[src/rtl/router_src_arbiter.sv]
// Packet-granular round-robin arbiter feeding router_top's data_in/pkt_valid port.
// Paces bytes against router_busy, drops addr==3 packets and keeps saturating status counters.
module router_src_arbiter #(
    parameter int N_SRC = 4,
    parameter int CNT_W = 16
) (
    input  logic               clk,
    input  logic               rst,
    input  logic [N_SRC-1:0]   src_valid,
    input  logic [8*N_SRC-1:0] src_data,
    output logic [N_SRC-1:0]   src_ready,
    input  logic               router_busy,
    input  logic               router_err,
    output logic [7:0]         data_in,
    output logic               pkt_valid,
    output logic [N_SRC-1:0]   grant,
    output logic [CNT_W-1:0]   pkt_cnt,
    output logic [CNT_W-1:0]   drop_cnt,
    output logic [CNT_W-1:0]   perr_cnt,
    output logic               proto_err
);
    localparam int IW = (N_SRC > 1) ? $clog2(N_SRC) : 1;

    typedef enum logic [2:0] {IDLE, HDR, PAY, PAR, DROP} state_t;

    state_t             state, state_nxt;
    logic [IW-1:0]      g_idx, g_nxt, rr_ptr, rr_nxt, pick, g_inc;
    logic [N_SRC-1:0]   grant_nxt;
    logic [6:0]         rem, rem_nxt;
    logic [7:0]         data_nxt, cur_byte;
    logic               pv_nxt, proto_nxt, cur_valid, done, err_q;
    logic [CNT_W-1:0]   pkt_nxt, drop_nxt;
    logic [IW-1:0]      rr_idx [N_SRC];
    logic [7:0]         src_byte [N_SRC];

    for (genvar k = 0; k < N_SRC; k++) begin : g_lane
        assign rr_idx[k]   = IW'((int'(rr_ptr) + k) % N_SRC);
        assign src_byte[k] = src_data[8*k +: 8];
    end

    // Scan from the far end so the candidate closest to rr_ptr wins.
    always_comb begin
        pick = rr_ptr;
        for (int k = N_SRC - 1; k >= 0; k--)
            if (src_valid[rr_idx[k]]) pick = rr_idx[k];
    end

    assign cur_byte  = src_byte[g_idx];
    assign cur_valid = src_valid[g_idx];
    assign g_inc     = (g_idx == IW'(N_SRC - 1)) ? '0 : g_idx + IW'(1);
    assign src_ready = (state != IDLE && !router_busy) ? grant : '0;

    always_comb begin
        state_nxt = state;
        g_nxt     = g_idx;
        grant_nxt = grant;
        rr_nxt    = rr_ptr;
        rem_nxt   = rem;
        data_nxt  = data_in;
        pv_nxt    = pkt_valid;
        pkt_nxt   = pkt_cnt;
        drop_nxt  = drop_cnt;
        proto_nxt = proto_err;
        done      = 1'b0;
        case (state)
            IDLE: if (|src_valid) begin
                state_nxt        = HDR;
                g_nxt            = pick;
                grant_nxt        = '0;
                grant_nxt[pick]  = 1'b1;
            end
            HDR: if (!router_busy) begin
                if (cur_valid) begin
                    if (cur_byte[1:0] == 2'b11) begin
                        rem_nxt   = {1'b0, cur_byte[7:2]} + 7'd1;
                        state_nxt = DROP;
                    end else begin
                        data_nxt  = cur_byte;
                        pv_nxt    = 1'b1;
                        rem_nxt   = {1'b0, cur_byte[7:2]};
                        state_nxt = (cur_byte[7:2] != 6'd0) ? PAY : PAR;
                    end
                end else begin
                    pv_nxt = 1'b0;
                end
            end
            PAY: if (!router_busy && cur_valid) begin
                data_nxt = cur_byte;
                pv_nxt   = 1'b1;
                rem_nxt  = rem - 7'd1;
                if (rem == 7'd1) state_nxt = PAR;
            end
            PAR: if (!router_busy && cur_valid) begin
                data_nxt = cur_byte;
                pv_nxt   = 1'b0;
                if (~&pkt_cnt) pkt_nxt = pkt_cnt + CNT_W'(1);
                done     = 1'b1;
            end
            DROP: if (!router_busy && cur_valid) begin
                rem_nxt = rem - 7'd1;
                if (rem == 7'd1) begin
                    if (~&drop_cnt) drop_nxt = drop_cnt + CNT_W'(1);
                    done = 1'b1;
                end
            end
            default: state_nxt = IDLE;
        endcase
        // Source went quiet mid-packet: abandon it and flag the protocol breach.
        if ((state == PAY || state == PAR || state == DROP) && !router_busy && !cur_valid) begin
            proto_nxt = 1'b1;
            pv_nxt    = 1'b0;
            done      = 1'b1;
        end
        if (done) begin
            state_nxt = IDLE;
            grant_nxt = '0;
            rr_nxt    = g_inc;
        end
    end

    always_ff @(posedge clk or posedge rst) begin
        if (rst) begin
            state     <= IDLE;
            g_idx     <= '0;
            grant     <= '0;
            rr_ptr    <= '0;
            rem       <= '0;
            data_in   <= '0;
            pkt_valid <= 1'b0;
            pkt_cnt   <= '0;
            drop_cnt  <= '0;
            proto_err <= 1'b0;
        end else begin
            state     <= state_nxt;
            g_idx     <= g_nxt;
            grant     <= grant_nxt;
            rr_ptr    <= rr_nxt;
            rem       <= rem_nxt;
            data_in   <= data_nxt;
            pkt_valid <= pv_nxt;
            pkt_cnt   <= pkt_nxt;
            drop_cnt  <= drop_nxt;
            proto_err <= proto_nxt;
        end
    end

    always_ff @(posedge clk or posedge rst) begin
        if (rst) begin
            err_q    <= 1'b0;
            perr_cnt <= '0;
        end else begin
            err_q <= router_err;
            if (router_err && !err_q && ~&perr_cnt) perr_cnt <= perr_cnt + CNT_W'(1);
        end
    end
endmodule
[config.mk]
export PLATFORM = sky130hd
export DESIGN_NAME = router_src_arbiter
export DESIGN_NICKNAME = d
export VERILOG_FILES = /design/src/rtl/router_src_arbiter.sv
export SDC_FILE = /design/constraint.sdc
export NUM_CORES = 1
export LEC_CHECK = 0
export ABC_CLOCK_PERIOD_IN_PS = 2700
export BUFFER_PORTS_ARGS = -buffer_cell sky130_fd_sc_hd__buf_2
export CAP_MARGIN = 10
export CORE_ASPECT_RATIO = 1.4
export CORE_UTILIZATION = 52
export DETAILED_ROUTE_END_ITERATION = 7
export PLACE_DENSITY = 0.77
export SYNTH_ARGS = -nofsm -noshare
export SYNTH_HDL_FRONTEND = slang
export SYNTH_SLANG_ARGS = --single-unit
[constraint.sdc]
create_clock -name clk -period 2.7 [get_ports clk]
set_clock_uncertainty 0.05 [all_clocks]
set_input_delay 0.135 -clock clk [delete_from_list [all_inputs] [get_ports clk]]
set_output_delay 0.135 -clock clk [all_outputs]
set_load 0.005 [all_outputs]
# Word level (Yosys, flattened, before mapping)
# Cells that the tools add are included.
dict set report op_classes {
  n_addsub 9
  order_cmp 8
  eq_ne 22
  n_mux 55
  bitwise 3
  reduce_logical 36
}
# op count
set ops {}
lappend ops {{16-bit by 1-bit adder with 16-bit output, second input constant} 3}
lappend ops {{8-bit 2-to-1 mux} 6}
lappend ops {{16-bit AND reduction} 3}
lappend ops {{7-bit 2-to-1 mux} 4}
lappend ops {{3-bit 2-to-1 mux} 7}
lappend ops {{2-bit by 3-bit < comparator with 1-bit output, second input constant} 6}
lappend ops {{3-bit != test, second input constant} 6}
lappend ops {{1-bit 2-to-1 mux} 17}
lappend ops {{8-bit binary-select mux with 2-bit select} 1}
lappend ops {{4-bit 2-to-1 mux} 4}
lappend ops {{8-bit case mux with 2 select lines} 1}
lappend ops {{7-bit case mux with 2 select lines} 1}
lappend ops {{3-bit case mux with 4 select lines} 1}
lappend ops {{1-bit binary-select mux with 2-bit select} 5}
lappend ops {{2-bit 2-to-1 mux} 5}
lappend ops {{5-bit AND reduction} 2}
lappend ops {{4-bit AND reduction} 2}
lappend ops {{2-bit nonzero test} 4}
lappend ops {{6-bit by 1-bit adder with 7-bit output, second input constant} 1}
lappend ops {{7-bit by 1-bit == test with 1-bit output, second input constant} 1}
lappend ops {{1-bit logical AND} 7}
lappend ops {{7-bit by 1-bit subtractor with 7-bit output, second input constant} 1}
lappend ops {{3-bit by 2-bit == test with 1-bit output, second input constant} 2}
lappend ops {{2-bit by 1-bit != test with 1-bit output, second input constant} 3}
lappend ops {{other kinds (26)} 40}
dict set report totals {
  register_bits 77
  in_bits 40
  wordCells 145
}

# Logic depth before layout (Yosys ltp)
# Gate-level depths: netlist of run 1.
dict set report depth {
  ltp_word 14
  ltp_mapped 8
}

# Worst setup path before layout of run 1
# Ideal clock, no wire load.
dict set report synth_timing {
  path_type {register -> register}
  from {reg g_idx[0]}
  to {reg state[0]}
  arrival_ps 2155
  required_time_ps 2558
  setup_slack_ps 403
  stages_incl_launch_ff 8
  period_less_slack_ps 2297
  path_cell_list {dfrtp_1 -> buf_6 -> mux4_2 -> and2_4 -> buf_6 -> or3_4 -> o31a_1 -> o31ai_2}
}
dict set report synth_via {
  elab_chain_len 11
  elab_cells_between_ends 28
  cone_classes {eq/ne (7); mux (15); bitwise (1); reduce/logical (5)}
}
# item line
set synth_rtl {}
lappend synth_rtl {{start, declared} 27} ;# logic [IW-1:0] g_idx, g_nxt, rr_ptr, rr_nxt, pick, g_inc;
lappend synth_rtl {{start signal, assigned} 135} ;# g_idx <= g_nxt;
lappend synth_rtl {{2-bit inverter with 3-bit output (implied by the code)} 48} ;# assign cur_byte = src_byte[g_idx];
lappend synth_rtl {{8-bit binary-select mux with 2-bit select} 48}
lappend synth_rtl {{8-bit 2-to-1 mux (implied by the code) (2 in series)} 48}
lappend synth_rtl {{6-bit nonzero test} 81} ;# state_nxt = (cur_byte[7:2] != 6'd0) ? PAY : PAR;
lappend synth_rtl {{1-bit 2-to-1 mux} 81}
lappend synth_rtl {{3-bit 2-to-1 mux} 74} ;# if (cur_byte[1:0] == 2'b11) begin
lappend synth_rtl {{3-bit 2-to-1 mux} 73} ;# if (cur_valid) begin
lappend synth_rtl {{3-bit 2-to-1 mux} 72} ;# HDR: if (!router_busy) begin
lappend synth_rtl {{3-bit case mux with 4 select lines} 65} ;# case (state)
lappend synth_rtl {{3-bit 2-to-1 mux} 114} ;# if (done) begin
lappend synth_rtl {{end signal, assigned} 134} ;# state <= state_nxt;
lappend synth_rtl {{end, declared} 26} ;# state_t state, state_nxt;
# Parallel ways exist; a longest one is shown, timed or not. The select of a mux whose other input is x is not followed.
# A chain may end at the register's enable or synchronous reset.

# Worst setup path after layout of run 1
dict set report layout_timing {
  from {reg g_idx[0]}
  to {reg data_in[7]}
}
dict set report layout_via {
  elab_chain_len 8
  elab_cells_between_ends 17
  cone_classes {eq/ne (4); mux (10); bitwise (1); reduce/logical (2)}
}
# item line
set layout_rtl {}
lappend layout_rtl {{2-bit inverter with 3-bit output (implied by the code)} 48}
lappend layout_rtl {{8-bit binary-select mux with 2-bit select} 48}
lappend layout_rtl {{8-bit 2-to-1 mux (implied by the code) (2 in series)} 48}
lappend layout_rtl {{8-bit 2-to-1 mux} 74}
lappend layout_rtl {{8-bit 2-to-1 mux} 73}
lappend layout_rtl {{8-bit 2-to-1 mux} 72}
lappend layout_rtl {{8-bit case mux with 2 select lines} 65}
lappend layout_rtl {{end signal, assigned} 139} ;# data_in <= data_nxt;
lappend layout_rtl {{end, declared} 14} ;# output logic [7:0] data_in,
# Parallel ways exist; a longest one is shown, timed or not. The select of a mux whose other input is x is not followed.

==> results of run 1 <==
==> Yosys cell counts (all sizes together), types with 3 or more instances <==
cell type / instances
nand2: 29
clkbuf: 9
o221ai: 3
a21oi: 16
a21o: 4
and3: 8
xnor2: 31
a31oi: 4
o211ai: 3
o21ai: 12
xor2: 19
nor4b: 3
ha: 8
mux4: 9
and2: 10
nor4: 6
nor2b: 6
dfrtp: 77
nand4: 9
nand3b: 3
nand3: 29
nor2: 16
buf: 3
nor3: 11
mux2: 14
and4: 11
inv: 16
==> timing repair <==
item                                    CTS  global route
endpoints found under the hold margin    25             0
hold buffers                              2             0
endpoints found under the setup margin    0             1
buffers inserted                          0             0
gates resized for setup                   0             1
==> layer usage <==
metal / global-route usage / up-vias / part of all wire
li1: - / 1693 / -
met1: 0.293 / 1747 / 0.41
met2: 0.429 / 119 / 0.52
met3: 0.0351 / 27 / 0.036
met4: 0.148 / 0 / 0.032
met5: 0 / - / 0
==> worst min path at each step <==
stage / to / slack [ns]
floorplan: err_q / 0.12
global placement: perr_cnt[1] / 0.16
detailed placement: perr_cnt[1] / 0.17
CTS: state[1] / 0.05
global route: state[1] / 0.08
finish: state[1] / 0.07
==> state kept, by name, summed over array words and instances (netlist names) <==
register,count
data_in,8
state,3
g_idx,2
perr_cnt,16
pkt_valid,1
rr_ptr,2
drop_cnt,16
err_q,1
rem,7
pkt_cnt,16
grant,4
proto_err,1
==> where the power goes <==
| group | leakage (nW) | switching [mW] | internal [mW] |
|---|---|---|---|
| Combinational | 1.41 | 0.875 | 0.849 |
| Sequential | 0.995 | 0.287 | 1.41 |
| Clock | 0.130 | 0.414 | 0.728 |
==> area by class of cell <==
cell class	instances	area, um2	share of cell area
Clock inverter	4	120	0.0231
Tap cell	100	125	0.0241
Multi-Input combinational cell	293	2180	0.420
Clock buffer	11	141	0.0272
Sequential cell	77	1930	0.371
Timing Repair Buffer	119	636	0.122
Inverter	16	60.1	0.0116
==> logic make-up (layout without fill, tap and decap cells) <==
kind of cell    Yosys count  in the layout  share of synthesized area
compound gates           62             62                      0.100
xor+xnor                 50             50                      0.104
fa+ha+maj                 8              8                     0.0237
buf+inv                  28            150                     0.0287
flops                    77             77                      0.456
mux                      23             23                     0.0915
simple gates            150            150                      0.196
==> qor.yml, run 1 <==
clock_tree:
  cts_buffer_depth: 2
  clkSlewWorstSetupHoldPaths_ns: 0.07
  htree_levels: 3
  cts-buffers-inserted: 9
  cts_tree: "done"
  clk_latency_ns: 0.35
  cts_root_buf: "clkbuf_8"
  clkSinkCount: 77
sta:
  setup_violations: 0
  grt_setup_unrepaired: "no"
  slew_headroom: 0.525
  fmax_ghz: 0.394
  post-route-period-util: 0.939
  min_period_ns: 2.54
  hold_viol_final: 0
  whs_ns: 0.0677
  drv_slew: 0
  fin_tns_setup_ns: 0
  tightestPinTransition_ns: 0.711
  fin_ws_ns: 0.163
logic_synthesis:
  synth.area.top_cells: "dfrtp_1 46%, xnor2_1 6.4%, mux4_1 4.4%"
  ys.flop_type: "dfrtp_1"
  mappedNetlistArea_um2: 4230
  post_synth_inst_count: 398
  synth.avg_cell_area_um2: 10.6
  synth_top_area_frac: 0.456
  synth_top_area_cell: "dfrtp_1"
  synth_warnings: 0
  synthesis.nets: 446
  async_flop_share: 1.00
  synth.distinct_cells: 55
  synth-seq-cells: 77
  seq_area_frac_synth: 0.456
  synth-edff-count: 0
place:
  dp_cells: 603
  post_dp_cell_area_um2: 4910
  gp_congestion: 0.946
  io_buffers: 105
  hpwlAfterDp_um: 7280
  place_ws_ns: 0.171
critical_path:
  path_cells: "mux4_1 > and2_1 > nand3_1 > mux2_2"
  path_depth: 4
  rr_worst_depth: 4
  cp_top_family: "multiplexers"
  critPathMaxStageDelay_ns: 0.76
  cp.required_ns: 2.89
  r2r-end: "data_in[7]"
  regToRegStartpoint: "g_idx[0]"
  path_class: "reg -> reg"
  crit_fanout: 10
  cp.buffers_inverters: 0
  slowest_stage: "mux4_1"
  startpoint: "g_idx[0]"
  cp-start-kind: "flip-flop"
  worstPathArrival_ns: 2.72
  r2r_slack_ns: 0.16
  cp-end-kind: "flip-flop"
  crit_end: "data_in[7]"
finish:
  nNetsFinal: 564
  final_cell_area_um2: 5190
  fillerInstances: 643
  drive_gt1_frac: 0.306
  final_common_cell: "buf_2"
  layout_common_cells: "105 x buf_2, 77 x dfrtp_1, 31 x xnor2_1"
  syn2layout_area_growth_pct: 22.9
  antennaDiodeCount: 0
  fin_util: 0.666
  fin_cells: 620
route:
  vias: 3586
  drc_errors: 0
  antenna_left: 0
  drt_iter0_drc: 232
  wirelength_um: 9700
  detail_route.wl_per_cell_um: 15.7
  vias_per_cell: 5.78
  firstDrtPassIters: 4
flow_run:
  drv_cap: 0
floorplanning:
  core_um2: 7800
  pin_count: 106
  die_x_um: 78.2
  die_area_um2: 8500
  die_y_um: 109
  core.rowCount: 38
  initial_core_util: 0.542
power_and_ir_drop:
  p_leak_nw: 2.54
  power_mw: 4.56
  p_per_area_nw_per_um2: 878
  max-vdd-ir-drop_v: 0.000541
min_path:
  hold_depth: 2
  hp-class: "in -> reg"
  min_from: "router_busy"
outcome:
  status: "finished, final reports clean"
global_route:
  grt_max_degree: 29
  track_usage: 0.248
  antenna_found_initial: 0
  overflow: 0
  grt_pass1_wl_um: 16300
  grt_pass1_vias: 3608
Power figures use the tool's default switching activity.
==> run 2: changes to the inputs <==
--- a/config.mk
+++ b/config.mk
@@ -9,9 +9,9 @@
 export BUFFER_PORTS_ARGS = -buffer_cell sky130_fd_sc_hd__buf_2
 export CAP_MARGIN = 10
 export CORE_ASPECT_RATIO = 1.4
-export CORE_UTILIZATION = 52
+export CORE_UTILIZATION = 35
 export DETAILED_ROUTE_END_ITERATION = 7
-export PLACE_DENSITY = 0.77
+export PLACE_DENSITY = 0.55
 export SYNTH_ARGS = -nofsm -noshare
 export SYNTH_HDL_FRONTEND = slang
 export SYNTH_SLANG_ARGS = --single-unit
==> qor.yml, run 2 (synthesis gave the netlist of run 1 again) <==
route:
  drt_iter0_drc: 148  # -36%
  wl_met1_um: 4330  # +8.7%
  firstDrtPassIters: 4  # unchanged
  top_layer_used: "met4"
  route.met2.wl_um: 5250  # +3.8%
  vias_per_cell: 5.35  # -7.6%
  vias: 3577  # -0.25%
  drc_errors: 0  # unchanged
  detail_route.wl_per_cell_um: 15.2  # -3.0%
  wl_met3_um: 315  # -10%
  antenna_left: 0  # unchanged
  wirelength_um: 10200  # +4.6%
outcome:
  status: "finished, final reports clean"
sta:
  slew_headroom: 0.495  # -0.0303
  min_period_ns: 2.44  # -0.0944 ns
  post-route-period-util: 0.905  # -0.0350
  fmax_ghz: 0.409  # +3.9%
  hold_viol_final: 0  # unchanged
  fin_tns_setup_ns: 0  # unchanged
  grt_setup_unrepaired: "no"
  fin_ws_ns: 0.258  # +0.0944 ns
  tightestPinTransition_ns: 0.757  # +0.0453 ns
  setup_violations: 0  # unchanged
  drv_slew: 0  # unchanged
power_and_ir_drop:
  p_leak_nw: 2.55  # +0.51%
  max-vdd-ir-drop_v: 0.000439  # -19%
  p_per_area_nw_per_um2: 862  # -1.9%
  power_mw: 4.55  # -0.15%
finish:
  top_regs: "drop_cnt x16, perr_cnt x16, pkt_cnt x16"
  antennaDiodeCount: 0  # unchanged
  final_common_cell: "buf_2"
  drive_gt1_frac: 0.310  # +0.00458
  syn2layout_area_growth_pct: 25.0
  layout_common_cells: "105 x buf_2, 76 x dfrtp_1, 31 x xnor2_1"
  nNetsFinal: 565  # +0.18%
floorplanning:
  initial_core_util: 0.358  # -0.184
  die_x_um: 94.9  # +21%
  pin_count: 106  # unchanged
  core.rowCount: 47  # +24%
  core_um2: 11800  # +52%
  die_area_um2: 12500  # +47%
  die_y_um: 132  # +21%
min_path:
  min_from: "router_busy"
  hp-class: "in -> reg"
global_route:
  grt_pass1_wl_um: 17000  # +4.4%
  overflow: 0  # unchanged
  track_usage: 0.174  # -0.0743
  grt_pass1_vias: 3490  # -3.3%
  antenna_found_initial: 0  # unchanged
  grt_max_degree: 34  # +17%
place:
  gp_congestion: 0.786  # -17%
  place_ws_ns: 0.109  # -0.0613 ns
  hpwlAfterDp_um: 7510  # +3.1%
  io_buffers: 105  # unchanged
clock_tree:
  cts_root_buf: "clkbuf_16"
  htree_levels: 3  # unchanged
  clkSlewWorstSetupHoldPaths_ns: 0.06  # about the same
  clkSinkCount: 77  # unchanged
  cts_buffer_depth: 2  # unchanged
  cts-buffers-inserted: 9  # unchanged
  cts_tree: "done"
  clk_latency_ns: 0.34  # about the same
critical_path:
  cp.required_ns: 2.90  # about the same
  critPathMaxStageDelay_ns: 0.53  # -0.23 ns
  path_class: "reg -> reg"
  cp-end-kind: "flip-flop"
  startpoint: "g_idx[0]"
  worstPathArrival_ns: 2.64  # -0.08 ns
  path_cells: "buf_4 > mux4_2 > and2_4 > or3_4 > o31a_1 > o31ai_2"
  crit_fanout: 10  # unchanged
  cp_top_family: "simple AND/OR/NAND/NOR gates"
  cp-start-kind: "flip-flop"
  slowest_stage: "mux4_2"
  cp.buffers_inverters: 1  # +1
  regToRegStartpoint: "g_idx[0]"
flow_run:
  drv_cap: 0  # unchanged
## run 2: cell count changes in the layout (fill, tap and decap cells not counted), moves of 2 or more
cell,change
clkinvlp_4,+2
clkbuf_8,-9
bufinv_16,-4
clkbuf_16,+9
clkinv_2,+3
## run 2: through the flow
step / cells / util / area, um2 / hold WS, ns
floorplan: 398 / - / 4230 / 0.116
global placement: 650 / 0.421 / 4980 / 0.205
detailed placement: 650 / 0.421 / 4980 / 0.204
CTS: 668 / 0.446 / 5280 / 0.0795
global route: 669 / 0.447 / 5280 / 0.106
finish: 669 / 0.447 / 5280 / 0.0737
## run 2: final cells by class
type | count | area [um2]
multi-input cells | 293 | 2180
clock inverters | 6 | 38.8
clock buffers | 10 | 239
repair buffers | 120 | 656
inverters | 16 | 60.1
flip-flops and latches | 77 | 1930
well taps | 147 | 184
fillers | 1158 | 6540
## run 2: repair_timing
action	4_1_cts	5_1_grt
endpoints found under the hold margin	28	0
buffers inserted	0	1
setup endpoints to repair	0	7
gates resized for setup	0	1
hold buffers	2	0
## run 2: power by group
part	total (mW)	leakage, nW	switching, mW	internal [mW]
Sequential	1.72	0.993	0.305	1.41
Combinational	1.70	1.42	0.857	0.847
Clock	1.13	0.134	0.491	0.644
Total	4.55	2.55	1.65	2.90
## run 2: metal layers
metal	GRT usage	vias to the layer above
li1	-	1705
met1	0.212	1775
met2	0.296	81
met3	0.0231	16
met4	0.0859	0
met5	0	-
## run 2: final timing paths
path                       cells past startpoint      endpoint  slack [ns]
setup reg to reg                               6      state[0]        0.26
hold / removal                                 2      state[1]        0.07
setup / recovery                               6      state[0]        0.26
hold reg to reg                                1     proto_err        0.42
max in group asynchronous                      4   drop_cnt[9]        1.51
min in group asynchronous                      3  perr_cnt[13]        0.41
